$ cat config.mk
export PLATFORM = sky130hd
export DESIGN_NAME = cordic_phase_feeder
export DESIGN_NICKNAME = d
export VERILOG_FILES = /design/src/rtl/cordic_phase_feeder.sv
export SDC_FILE = /design/constraint.sdc
export NUM_CORES = 1
export LEC_CHECK = 0
export CAP_MARGIN = 20
export CELL_PAD_IN_SITES_DETAIL_PLACEMENT = 0
export CELL_PAD_IN_SITES_GLOBAL_PLACEMENT = 1
export CORE_ASPECT_RATIO = 1.25
export CORE_MARGIN = 4
export CORE_UTILIZATION = 39
export CTS_CLUSTER_DIAMETER = 50
export DETAILED_ROUTE_END_ITERATION = 16
export GPL_TIMING_DRIVEN = 1
export PLACE_DENSITY = 0.77
export SLEW_MARGIN = 20
export SYNTH_ARGS = -nofsm -noshare
export SYNTH_HDL_FRONTEND = slang
export SYNTH_SLANG_ARGS = --single-unit
$ cat constraint.sdc
create_clock -name clk -period 4.1 [get_ports clk]
set_clock_uncertainty 0.2 [all_clocks]
set_input_delay 0.82 -clock clk [delete_from_list [all_inputs] [get_ports clk]]
set_output_delay 0.82 -clock clk [all_outputs]
set_load 0.1 [all_outputs]
$ cat src/rtl/cordic_phase_feeder.sv
// Phase-sweep feeder for a cosine engine: wraps a phase accumulator into [-PI, PI] and issues one angle at a time.
// Results are queued in a show-ahead FIFO; define CORDIC_FEED_TIMEOUT_EN to add a 64-cycle WAIT watchdog.
module cordic_phase_feeder #(
    parameter int Q     = 4,
    parameter int F     = 23,
    parameter int DEPTH = 4,
    localparam int W    = Q + F
) (
    input  logic         clk,
    input  logic         rst_n,
    input  logic         clk_en,
    input  logic         enable,
    input  logic         load,
    input  logic [W-1:0] phase_init,
    input  logic [W-1:0] phase_inc,
    output logic         cordic_start,
    output logic [W-1:0] cordic_theta,
    input  logic [W-1:0] cordic_cos,
    input  logic         cordic_done,
    input  logic         rd_en,
    output logic [W-1:0] rd_data,
    output logic         fifo_empty,
    output logic         fifo_full,
    output logic         overflow,
    input  logic         ovf_clr,
    output logic         timeout
);

    localparam logic [W-1:0] PI     = W'(27'h1921FB5);
    localparam logic [W-1:0] TWO_PI = W'(27'h3243F6A);
    localparam logic signed [W:0] PI_X     = {1'b0, PI};
    localparam logic signed [W:0] TWO_PI_X = {1'b0, TWO_PI};
    localparam int AW = $clog2(DEPTH);

    typedef enum logic [1:0] {IDLE, ISSUE, WAIT} state_t;

    state_t         state;
    state_t         state_next;
    logic [W-1:0]   phase;
    logic [W-1:0]   phase_next;
    logic signed [W:0] inc_sat;
    logic signed [W:0] sum;
    logic signed [W:0] wrapped;
    logic           push;
    logic           pop;
    logic           wr_en;
    logic           wdog_expire;

    logic [W-1:0]   mem [DEPTH];
    logic [AW-1:0]  wr_idx;
    logic [AW-1:0]  rd_idx;
    logic [AW:0]    count;

    // ---------------- FSM ----------------
    always_ff @(posedge clk or negedge rst_n) begin
        if (!rst_n) begin
            state <= IDLE;
        end else if (clk_en) begin
            // NOTE: sequential state uses non-blocking assignments so every register samples pre-edge values.
            state <= state_next;
        end
    end

    always_comb begin
        // NOTE: default assignment first, so no path through the case leaves state_next unassigned (no latch).
        state_next = state;
        case (state)
            IDLE:    if (enable) state_next = ISSUE;
            ISSUE:   state_next = WAIT;
            WAIT: begin
                if (cordic_done)      state_next = enable ? ISSUE : IDLE;
                else if (wdog_expire) state_next = IDLE;
            end
            default: state_next = IDLE;
        endcase
    end

    always_comb begin
        cordic_start = (state == ISSUE);
    end

    // A result is only accepted while an operation is outstanding.
    assign push = clk_en && (state == WAIT) && cordic_done;
    assign pop  = clk_en && rd_en && !fifo_empty;

    // ---------------- phase accumulator ----------------
    always_comb begin
        inc_sat = {phase_inc[W-1], phase_inc};
        if (inc_sat > PI_X)       inc_sat = PI_X;
        else if (inc_sat < -PI_X) inc_sat = -PI_X;

        sum = {phase[W-1], phase} + inc_sat;
        if (sum > PI_X)       wrapped = sum - TWO_PI_X;
        else if (sum < -PI_X) wrapped = sum + TWO_PI_X;
        else                  wrapped = sum;
        phase_next = wrapped[W-1:0];
    end

    always_ff @(posedge clk or negedge rst_n) begin
        if (!rst_n) begin
            phase <= '0;
        end else if (clk_en) begin
            if (load)      phase <= phase_init;
            else if (push) phase <= phase_next;
        end
    end

    assign cordic_theta = phase;

    // ---------------- result FIFO ----------------
    // A full FIFO still accepts a push when the head is popped in the same cycle.
    assign wr_en      = push && (!fifo_full || pop);
    assign fifo_empty = (count == '0);
    assign fifo_full  = (count == (AW+1)'(DEPTH));
    assign rd_data    = fifo_empty ? '0 : mem[rd_idx];

    // NOTE: storage has no reset; validity comes entirely from the reset pointers and count.
    always_ff @(posedge clk) begin
        if (wr_en) mem[wr_idx] <= cordic_cos;
    end

    always_ff @(posedge clk or negedge rst_n) begin
        if (!rst_n) begin
            wr_idx <= '0;
            rd_idx <= '0;
            count  <= '0;
        end else begin
            if (wr_en) wr_idx <= wr_idx + 1'b1;
            if (pop)   rd_idx <= rd_idx + 1'b1;
            case ({wr_en, pop})
                2'b10:   count <= count + 1'b1;
                2'b01:   count <= count - 1'b1;
                default: count <= count;
            endcase
        end
    end

    always_ff @(posedge clk or negedge rst_n) begin
        if (!rst_n) begin
            overflow <= 1'b0;
        end else if (clk_en) begin
            if (push && fifo_full && !pop) overflow <= 1'b1;
            else if (ovf_clr)              overflow <= 1'b0;
        end
    end

    // ---------------- optional WAIT watchdog ----------------
`ifdef CORDIC_FEED_TIMEOUT_EN
    logic [5:0] wdog_cnt;

    // Held at zero outside WAIT, so it starts from zero on every WAIT entry.
    always_ff @(posedge clk or negedge rst_n) begin
        if (!rst_n) begin
            wdog_cnt <= '0;
        end else if (clk_en) begin
            if (state != WAIT) wdog_cnt <= '0;
            else               wdog_cnt <= wdog_cnt + 1'b1;
        end
    end

    assign wdog_expire = (state == WAIT) && !cordic_done && (wdog_cnt == 6'd63);

    always_ff @(posedge clk or negedge rst_n) begin
        if (!rst_n) begin
            timeout <= 1'b0;
        end else if (clk_en) begin
            if (wdog_expire)  timeout <= 1'b1;
            else if (ovf_clr) timeout <= 1'b0;
        end
    end
`else
    assign wdog_expire = 1'b0;
    assign timeout     = 1'b0;
`endif

endmodule

After elaboration in Yosys (flattened, before gate mapping)
Memories as Yosys holds them, arrays and structs flattened.
Index checks and enable logic that the tools add are counted.
W data, S select, Z words.

storage, ports and cells
  memories kept = 1
  logic and storage cells = 60
  register bits = 37
  output and inout port bits = 59
  memory bits (writable) = 108

memories
  name  words  width  read ports  clocked after memory_dff  write ports  RTL line  source
  mem   4      27     1           0                         1            49        logic [W-1:0] mem [DEPTH];

cells by class
  reduce and logical (&&, ||, !) cells = 19
  $lt $le $gt $ge = 4
  multiplexer cells = 16
  $add $sub $neg = 7
  equal/unequal tests = 7

operator list
  cell                      count
  $mux W27                  5
  $mux W28                  2
  $add A28 B28 Y28          1
  $gt A28 B26 Y1 const B    1
  $lt A28 B26 Y1 const B    1
  $add A27 B27 Y27 const B  1
  $gt A27 B26 Y1 const B    1
  $lt A27 B26 Y1 const B    1
  $sub A27 B27 Y27 const B  1
  $logic_and A1 B1 Y1       7
  $pmux W2 S3               1
  $pmux W3 S2               1
  $reduce_bool A2 Y1        3
  $mux W1                   5
  $add A2 B1 Y2 const B     2
  $eq A2 B1 Y1 const B      2
  $eq A2 B2 Y1 const B      2
  $mux W2                   2
  $ne A2 B2 Y1 const B      2
  $reduce_and A2 Y1         2
  $add A3 B1 Y3 const B     1
  $eq A3 B3 Y1 const B      1
  $logic_not A1 Y1          3
  $logic_not A3 Y1          1
  4 further kinds           4

Depth between registers and ports, before layout
Gate-level depths: netlist of run 1.

  depth after elaboration = 9
  gate-level depth with buffers = 28
  mapped depth without buffers = 25

Worst setup path before layout of run 1
Ideal clock, no wire load.

  path kind = in2reg
  start point = input port phase_inc[0]
  end point = register phase[24] (netlist: cordic_theta[24])
  stages on the path = 27
  required time = 3.768 ns
  arrival = 6.039 ns
  slack = -2.270 ns
  cell sequence = a21oi_1 o211ai_1 a2111oi_0 o21ai_0 a31oi_1 nor2_1 o311ai_0 ha_1 clkbuf_1 clkbuf_1 nor2_1 nand2_1 ha_1 fa_1 a21o_1 a221oi_4 nor3_2 or4_4 a311oi_2 xnor2_1 a21oi_1 nor2_2 and2_1 buf_6 nor2_1 o31a_1 o2bb2ai_1

on the way
  longest elaborated chain between the ends = 9
  elaborated cells on any way between the ends = 13

RTL lines
  element                                                    RTL line  source
  from (decl)                                                15        input logic [W-1:0] phase_inc,
  $lt A27 B26 Y1                                             90        else if (inc_sat < -PI_X) inc_sat = -PI_X;
  $mux W28                                                   90
  $mux W28 (*)                                               89        if (inc_sat > PI_X) inc_sat = PI_X;
  $add A28 B28 Y28 (*)                                       92        sum = {phase[W-1], phase} + inc_sat;
  $add A27 B27 Y27 / $lt A28 B26 Y1 (equally long branches)  94        else if (sum < -PI_X) wrapped = sum + TWO_PI_X;
  $mux W27                                                   94
  $mux W27 (*)                                               93        if (sum > PI_X) wrapped = sum - TWO_PI_X;
  $mux W27 (*)                                               104       else if (push) phase <= phase_next;
  $mux W27 (*)                                               103       if (load) phase <= phase_init;
  to (signal assigned)                                       103
  to (signal assigned)                                       104
  to (decl)                                                  39        logic [W-1:0] phase;

Every way passes the cells marked *; elsewhere a longest branch is shown, timed or not. The select of a mux whose other input is x is not followed.
A chain may end at the register's enable or synchronous reset.

Worst setup path in the final report of run 1
  start point = input port phase_inc[14]
  end point = register phase[7] (netlist: cordic_theta[7])

The elaborated chain is that of the path after synthesis.

==> results of run 1 <==
## layer usage
layer / vias up / global-route usage (%) / share of wire (%)
li1: 4201 / - / -
met1: 4437 / 29.2 / 40
met2: 317 / 43.3 / 51
met3: 90 / 3.79 / 5.2
met4: 2 / 10.2 / 4.1
met5: - / 0 / 0.039
## logic make-up after synthesis
| logic type | synth area share [%] |
|---|---|
| AO/OA/AOI/OAI | 20.0 |
| multiplexers | 7.42 |
| buffers and inverters | 3.15 |
| XOR/XNOR | 4.44 |
| flip-flops | 44.2 |
| adder cells (fa/ha/maj) | 5.33 |
| AND/OR/NAND/NOR | 15.4 |
| other | 0.0397 |
## timing repair
| action | in CTS | in global routing |
|---|---|---|
| endpoints found under the hold margin | 0 | 0 |
| pin swaps | 52 | 23 |
| setup endpoints to repair | 26 | 26 |
| resized for setup | 172 | 40 |
| buffers inserted | 38 | 6 |
## cell usage in the layout (no fill, tap or decap), drive strengths merged, types with 8 or more instances in the layout
cell type      netlist  routed
a21o                 8       8
nand2               51      51
nor3                16      16
nand4               15      15
clkdlybuf4s50        0      97
nand3b               8       8
o21ai               60      60
o21a                18      18
xor2                15      15
ha                  37      37
xnor2               29      29
buf                 11     352
dfrtp               37      37
a21oi               70      70
nand3               16      16
inv                 25      32
clkbuf              32      17
edfxtp             108     108
o211ai              11      11
nor2b               34      34
and3                14      14
and2                14      14
nor2                65      65
a22oi               17      17
o22ai               10      10
mux4                27      27
## cell usage after synthesis (17+ instances only)
| cell | number | share of area, % |
|---|---|---|
| edfxtp_1 | 108 | 34 |
| o21a_1 | 17 | 1.4 |
| xnor2_1 | 26 | 2.4 |
| ha_1 | 37 | 4.9 |
| inv_1 | 25 | 0.99 |
| o21ai_0 | 49 | 2.6 |
| mux4_2 | 27 | 6.4 |
| dfrtp_1 | 37 | 9.8 |
| nand2_1 | 50 | 2.0 |
| nor2b_1 | 34 | 2.3 |
| a21oi_1 | 66 | 3.5 |
| clkbuf_1 | 31 | 1.2 |
| nor2_1 | 63 | 2.5 |
## flip-flops by register name, indices dropped and copies added, names as in the netlist
register / flops
state: 2
overflow: 1
cordic_theta: 27
mem: 108
rd_idx: 2
count: 3
wr_idx: 2
## worst min path at each step
stage,from,endpoint,slack (ns),depth (start not counted)
after global placement,overflow,overflow,0.29,1
after CTS,overflow,overflow,0.33,1
after floorplan,rst_n,cordic_theta[0],0.32,0
final,overflow,overflow,0.33,1
after detailed placement,overflow,overflow,0.29,1
after global routing,overflow,overflow,0.34,1
## per-stage QoR
step / util [%] / instance area [µm²] / TNS (ns)
global route: 61.8 / 14700 / -53.80
global placement: 55.0 / 13100 / -71.77
CTS: 60.5 / 14400 / -45.26
floorplan: - / 9510 / -50.58
finish: 61.8 / 14700 / -47.69
detailed placement: 55.0 / 13100 / -73.11
## area by class of cell
class,instances,area share [%]
tap,325,2.77
inverter,25,0.638
clock buffer,17,2.89
clock inverter,15,1.11
sequential,145,28.4
antenna,2,0.0340
multi-input combinational,656,38.9
timing repair buffer,454,25.3
## where the power goes
part,total (mW),internal [mW],leakage [nW],switching [mW]
registers,1.88,1.72,1.41,0.157
logic,9.97,4.10,4.19,5.87
clock network,1.55,0.814,0.279,0.735
==> impl_metrics.env, run 1 <==
export IMPL_run_status="finished, violations left"
export IMPL_violations="negative setup slack"
export IMPL_nFillCells=1968
export IMPL_grt_max_degree=38
export IMPL_synth_warning_count=0
export IMPL_cts_tree="built"
export IMPL_critical_path_top_delay_family="compound AO/OA/AOI/OAI gates"
export IMPL_start_util_pct=39.7
export IMPL_ios=148
export IMPL_worstPathMaxFanout=6
export IMPL_antenna_found_initial=3
export IMPL_endpoint_kind="register"
export IMPL_gr_usage_all_layers_pct=24.3
export IMPL_port_buffers=146
export IMPL_fp_dieW_um=147
export IMPL_clock_sinks=145
export IMPL_overflow=0
export IMPL_critical_path_max_stage_delay_ns=0.56
export IMPL_hpwl_um=24000
export IMPL_finalCritPeriodShare_pct=147
export IMPL_crit_slowest_cell="or4_4"
export IMPL_synthFlopType="edfxtp_1"
export IMPL_rsz0062_at_grt="yes"
export IMPL_vias_per_cell=5.52
export IMPL_cts_buffers=17
export IMPL_drive_above_1_share_pct=42.3
export IMPL_core_area_um2=23800
export IMPL_wl_per_cell_um=20.2
export IMPL_ys_seq_elements=145
export IMPL_path_buf_inv=4
export IMPL_setup_slack_ns=-1.93
export IMPL_path_class="in2reg"
export IMPL_drtIter0Drc=498
export IMPL_first_pass_iters=5
export IMPL_synth_edff_count=108
export IMPL_multiInputGateArea_um2=5720
export IMPL_num_vias=9047
export IMPL_p_leak_nw=5.87
export IMPL_cp_start_kind="input port"
export IMPL_slew_headroom_pct=29.6
export IMPL_fp_dieArea_um2=26800
export IMPL_power_density_nw_per_um2=911
export IMPL_stdcell_count=1639
export IMPL_area_delta_synth_final_pct=55.8
export IMPL_ctsHoldBuffers=0
export IMPL_layout_nets=1427
export IMPL_syn_nets=997
export IMPL_synth_cell_area_um2=9440
export IMPL_final_seq_area_um2=4170
export IMPL_r2r_start="cordic_theta[0]"
export IMPL_first_global_vias=9440
export IMPL_htreeDepth=4
export IMPL_holdWs_ns=0.334
export IMPL_clockRootBuffer="clkbuf_16"
export IMPL_finalWeightedCongestion=0.934
export IMPL_reg2reg_slack_ns=-0.22
export IMPL_clk_latency_ns=0.44
export IMPL_ys_seq_area_share_pct=44.2
export IMPL_wl_um=33100
export IMPL_drc=0
export IMPL_hold_viol_final=0
export IMPL_max_slew_worst_pin_slew_ns=1.06
export IMPL_grt_pass1_wl_um=51000
export IMPL_required_ns=4.22
export IMPL_dp_cells=1563
export IMPL_async_flop_share_pct=25.5
export IMPL_hp_class="reg2reg"
export IMPL_startpoint="phase_inc[14]"
export IMPL_syn_avg_cell_area_um2=10.9
export IMPL_fmax_ghz=0.166
export IMPL_std_cell_rows=63
export IMPL_dp_slack_ns=-2.97
export IMPL_reg2reg_depth=15
export IMPL_layout_min_cycle_time_ns=6.03
export IMPL_cp_cell_sequence="buf_2, or4_4, a211oi_2, a21oi_2, o311a_1, o211ai_1, buf_4, buf_6, nand2_4, ha_4, fa_2, a21o_1, a221oi_4, nand4b_1, a21oi_4, o21a_4, o211ai_1, o311ai_1, o211a_1, o21ai_4, mux2i_2, mux2i_1, buf_4, nand3_2"
export IMPL_crit_path_end="cordic_theta[7]"
export IMPL_crit_arrival_ns=6.15
export IMPL_synth_distinct_cells=96
export IMPL_r2r_end="cordic_theta[7]"
export IMPL_cp_depth=24
export IMPL_maxSlewViolCount=0
export IMPL_netlist_instances=869
export IMPL_ant_nets=0
export IMPL_cts_path_max_buffers=2
export IMPL_vdd_ir_drop_worst_uv=860
export IMPL_finalSetupViolCount=26
export IMPL_die_height_um=182
export IMPL_clkTransAtPathRegs_ns=0.07
export IMPL_max_cap_viol_count=0
export IMPL_total_power_mw=13.4
(Power assumes the default switching activity.)
==> run 2, diff against run 1 <==
--- a/config.mk
+++ b/config.mk
@@ -10,11 +10,11 @@
 export CELL_PAD_IN_SITES_GLOBAL_PLACEMENT = 1
 export CORE_ASPECT_RATIO = 1.25
 export CORE_MARGIN = 4
-export CORE_UTILIZATION = 39
+export CORE_UTILIZATION = 35
 export CTS_CLUSTER_DIAMETER = 50
 export DETAILED_ROUTE_END_ITERATION = 16
 export GPL_TIMING_DRIVEN = 1
-export PLACE_DENSITY = 0.77
+export PLACE_DENSITY = 0.71
 export SLEW_MARGIN = 20
 export SYNTH_ARGS = -nofsm -noshare
 export SYNTH_HDL_FRONTEND = slang
==> impl_metrics.env, run 2 (synthesized netlist as in run 1, its figures left out) <==
export IMPL_power_density_nw_per_um2=882
export IMPL_layout_nets=1449
export IMPL_path_buf_inv=4
export IMPL_gr_usage_all_layers_pct=21.8
export IMPL_stdcell_count=1674
export IMPL_ios=148
export IMPL_hp_start="overflow"
export IMPL_clock_sinks=145
export IMPL_clk_latency_ns=0.43
export IMPL_vdd_ir_drop_worst_uv=742
export IMPL_max_cap_viol_count=0
export IMPL_first_global_vias=8982
export IMPL_maxSlewViolCount=0
export IMPL_rsz0062_at_grt="yes"
export IMPL_hpwl_um=24200
export IMPL_cp_start_kind="input port"
export IMPL_max_slew_worst_pin_slew_ns=1.16
export IMPL_r2r_end="cordic_theta[7]"
export IMPL_critical_path_top_delay_family="compound AO/OA/AOI/OAI gates"
export IMPL_violations="negative setup slack"
export IMPL_path_class="in2reg"
export IMPL_fmax_ghz=0.165
export IMPL_num_antenna_cells=0
export IMPL_finalSetupViolCount=26
export IMPL_regMostFlops="mem"
export IMPL_holdWs_ns=0.300
export IMPL_fp_dieW_um=155
export IMPL_first_pass_iters=5
export IMPL_ant_nets=0
export IMPL_crit_arrival_ns=6.16
export IMPL_port_buffers=146
export IMPL_reg2reg_slack_ns=-0.12
export IMPL_overflow=0
export IMPL_r2r_start="cordic_theta[0]"
export IMPL_endpoint_kind="register"
export IMPL_drtIter0Drc=476
export IMPL_wl_um=33100
export IMPL_finish_instance_area_um2=14800
export IMPL_fp_dieArea_um2=29700
export IMPL_layout_min_cycle_time_ns=6.06
export IMPL_min_to="overflow"
export IMPL_critical_path_max_stage_delay_ns=0.46
export IMPL_die_height_um=192
export IMPL_p_leak_nw=5.99
export IMPL_drive_above_1_share_pct=42.6
export IMPL_num_vias=8919
export IMPL_ctsHoldBuffers=0
export IMPL_htreeDepth=4
export IMPL_hold_viol_final=0
export IMPL_required_ns=4.21
export IMPL_worstPathMaxFanout=5
export IMPL_dp_cells=1575
export IMPL_crit_slowest_cell="a311o_1"
export IMPL_postPlaceCellArea_um2=13100
export IMPL_final_cell_mix="341 x buf_4, 108 x edfxtp_1, 96 x clkdlybuf4s50_1"
export IMPL_std_cell_rows=66
export IMPL_run_status="finished, violations left"
export IMPL_finalCritPeriodShare_pct=148
export IMPL_largest_reg_flops=108
export IMPL_slew_headroom_pct=22.4
export IMPL_finalWeightedCongestion=0.949
export IMPL_reg2reg_depth=17
export IMPL_antenna_found_initial=1
export IMPL_hp_class="reg2reg"
export IMPL_total_power_mw=13.0
export IMPL_whs_path_depth=1
export IMPL_final_common_cell="buf_4"
export IMPL_grt_max_degree=38
export IMPL_grt_pass1_wl_um=49900
export IMPL_cts_tree="built"
export IMPL_setup_slack_ns=-1.96
export IMPL_wl_per_cell_um=19.8
export IMPL_area_delta_synth_final_pct=56.6
export IMPL_cts_buffers=17
export IMPL_vias_per_cell=5.33
export IMPL_start_util_pct=35.8
export IMPL_clockRootBuffer="clkbuf_16"
export IMPL_cts_path_max_buffers=2
export IMPL_clkTransAtPathRegs_ns=0.06
export IMPL_drc=0
export IMPL_core_area_um2=26300
-- run 2: area by class of cell --
type                            instances  area (µm²)
Fill cell                            2251       11600
Multi-Input combinational cell        656        5600
Sequential cell                       145        4170
Timing Repair Buffer                  476        3940
Clock buffer                           18         429
Tap cell                              340         425
Clock inverter                         14         124
Inverter                               25        93.8
-- run 2: how the worst max path moves through the flow --
stage,from,endpoint,cells after the start
3_3_place_gp,phase_inc[9],cordic_theta[20],26
2_1_floorplan,phase_inc[15],cordic_theta[24],22
4_1_cts,phase_inc[1],cordic_theta[7],28
3_5_place_dp,phase_inc[12],cordic_theta[9],28
6_report,phase_inc[0],cordic_theta[7],28
5_1_grt,phase_inc[0],cordic_theta[7],28
-- run 2: worst reg2reg max path, cell delays in order (launching register included) --
cell and delay [ns]:
dfrtp_1 0.46, ha_4 0.20, fa_2 0.33, a21o_1 0.23, a221oi_4 0.23, buf_6 0.16, nand4b_1 0.19, a21oi_4 0.12
a311o_1 0.46, nor2_4 0.17, buf_4 0.17, o311ai_1 0.09, o211a_1 0.17, o21ai_4 0.23, mux2i_1 0.28, mux2i_1 0.21
buf_4 0.15, nand3_2 0.06
-- run 2: what timing repair did --
item                                    in CTS  in global routing
gates cloned                                 1                  0
endpoints found under the setup margin      26                 26
setup buffers                               47                 21
pin swaps                                   57                 54
gates resized for setup                    123                 73
-- run 2: metal layers --
layer | part of all wire, % | global-route usage [%] | vias up
met1 | 41 | 26.7 | 4352
met3 | 5.4 | 4.03 | 56
li1 | - | - | 4244
met5 | 0.024 | 0 | -
met4 | 2.8 | 6.97 | 2
met2 | 51 | 39.0 | 265
-- run 2: per-stage QoR --
stage	TNS, ns	util, %	worst slack [ns]
3_3_place_gp	-70.87	49.8	-2.82
2_1_floorplan	-50.58	-	-2.02
4_1_cts	-46.87	54.6	-1.86
5_1_grt	-52.97	56.1	-2.11
6_report	-48.30	56.1	-1.96
3_5_place_dp	-69.37	49.8	-2.76
-- run 2: power by group --
part           switching, mW  internal [mW]
logic                   5.61           4.04
clock network          0.665          0.795
registers              0.207           1.72
total                   6.48           6.55
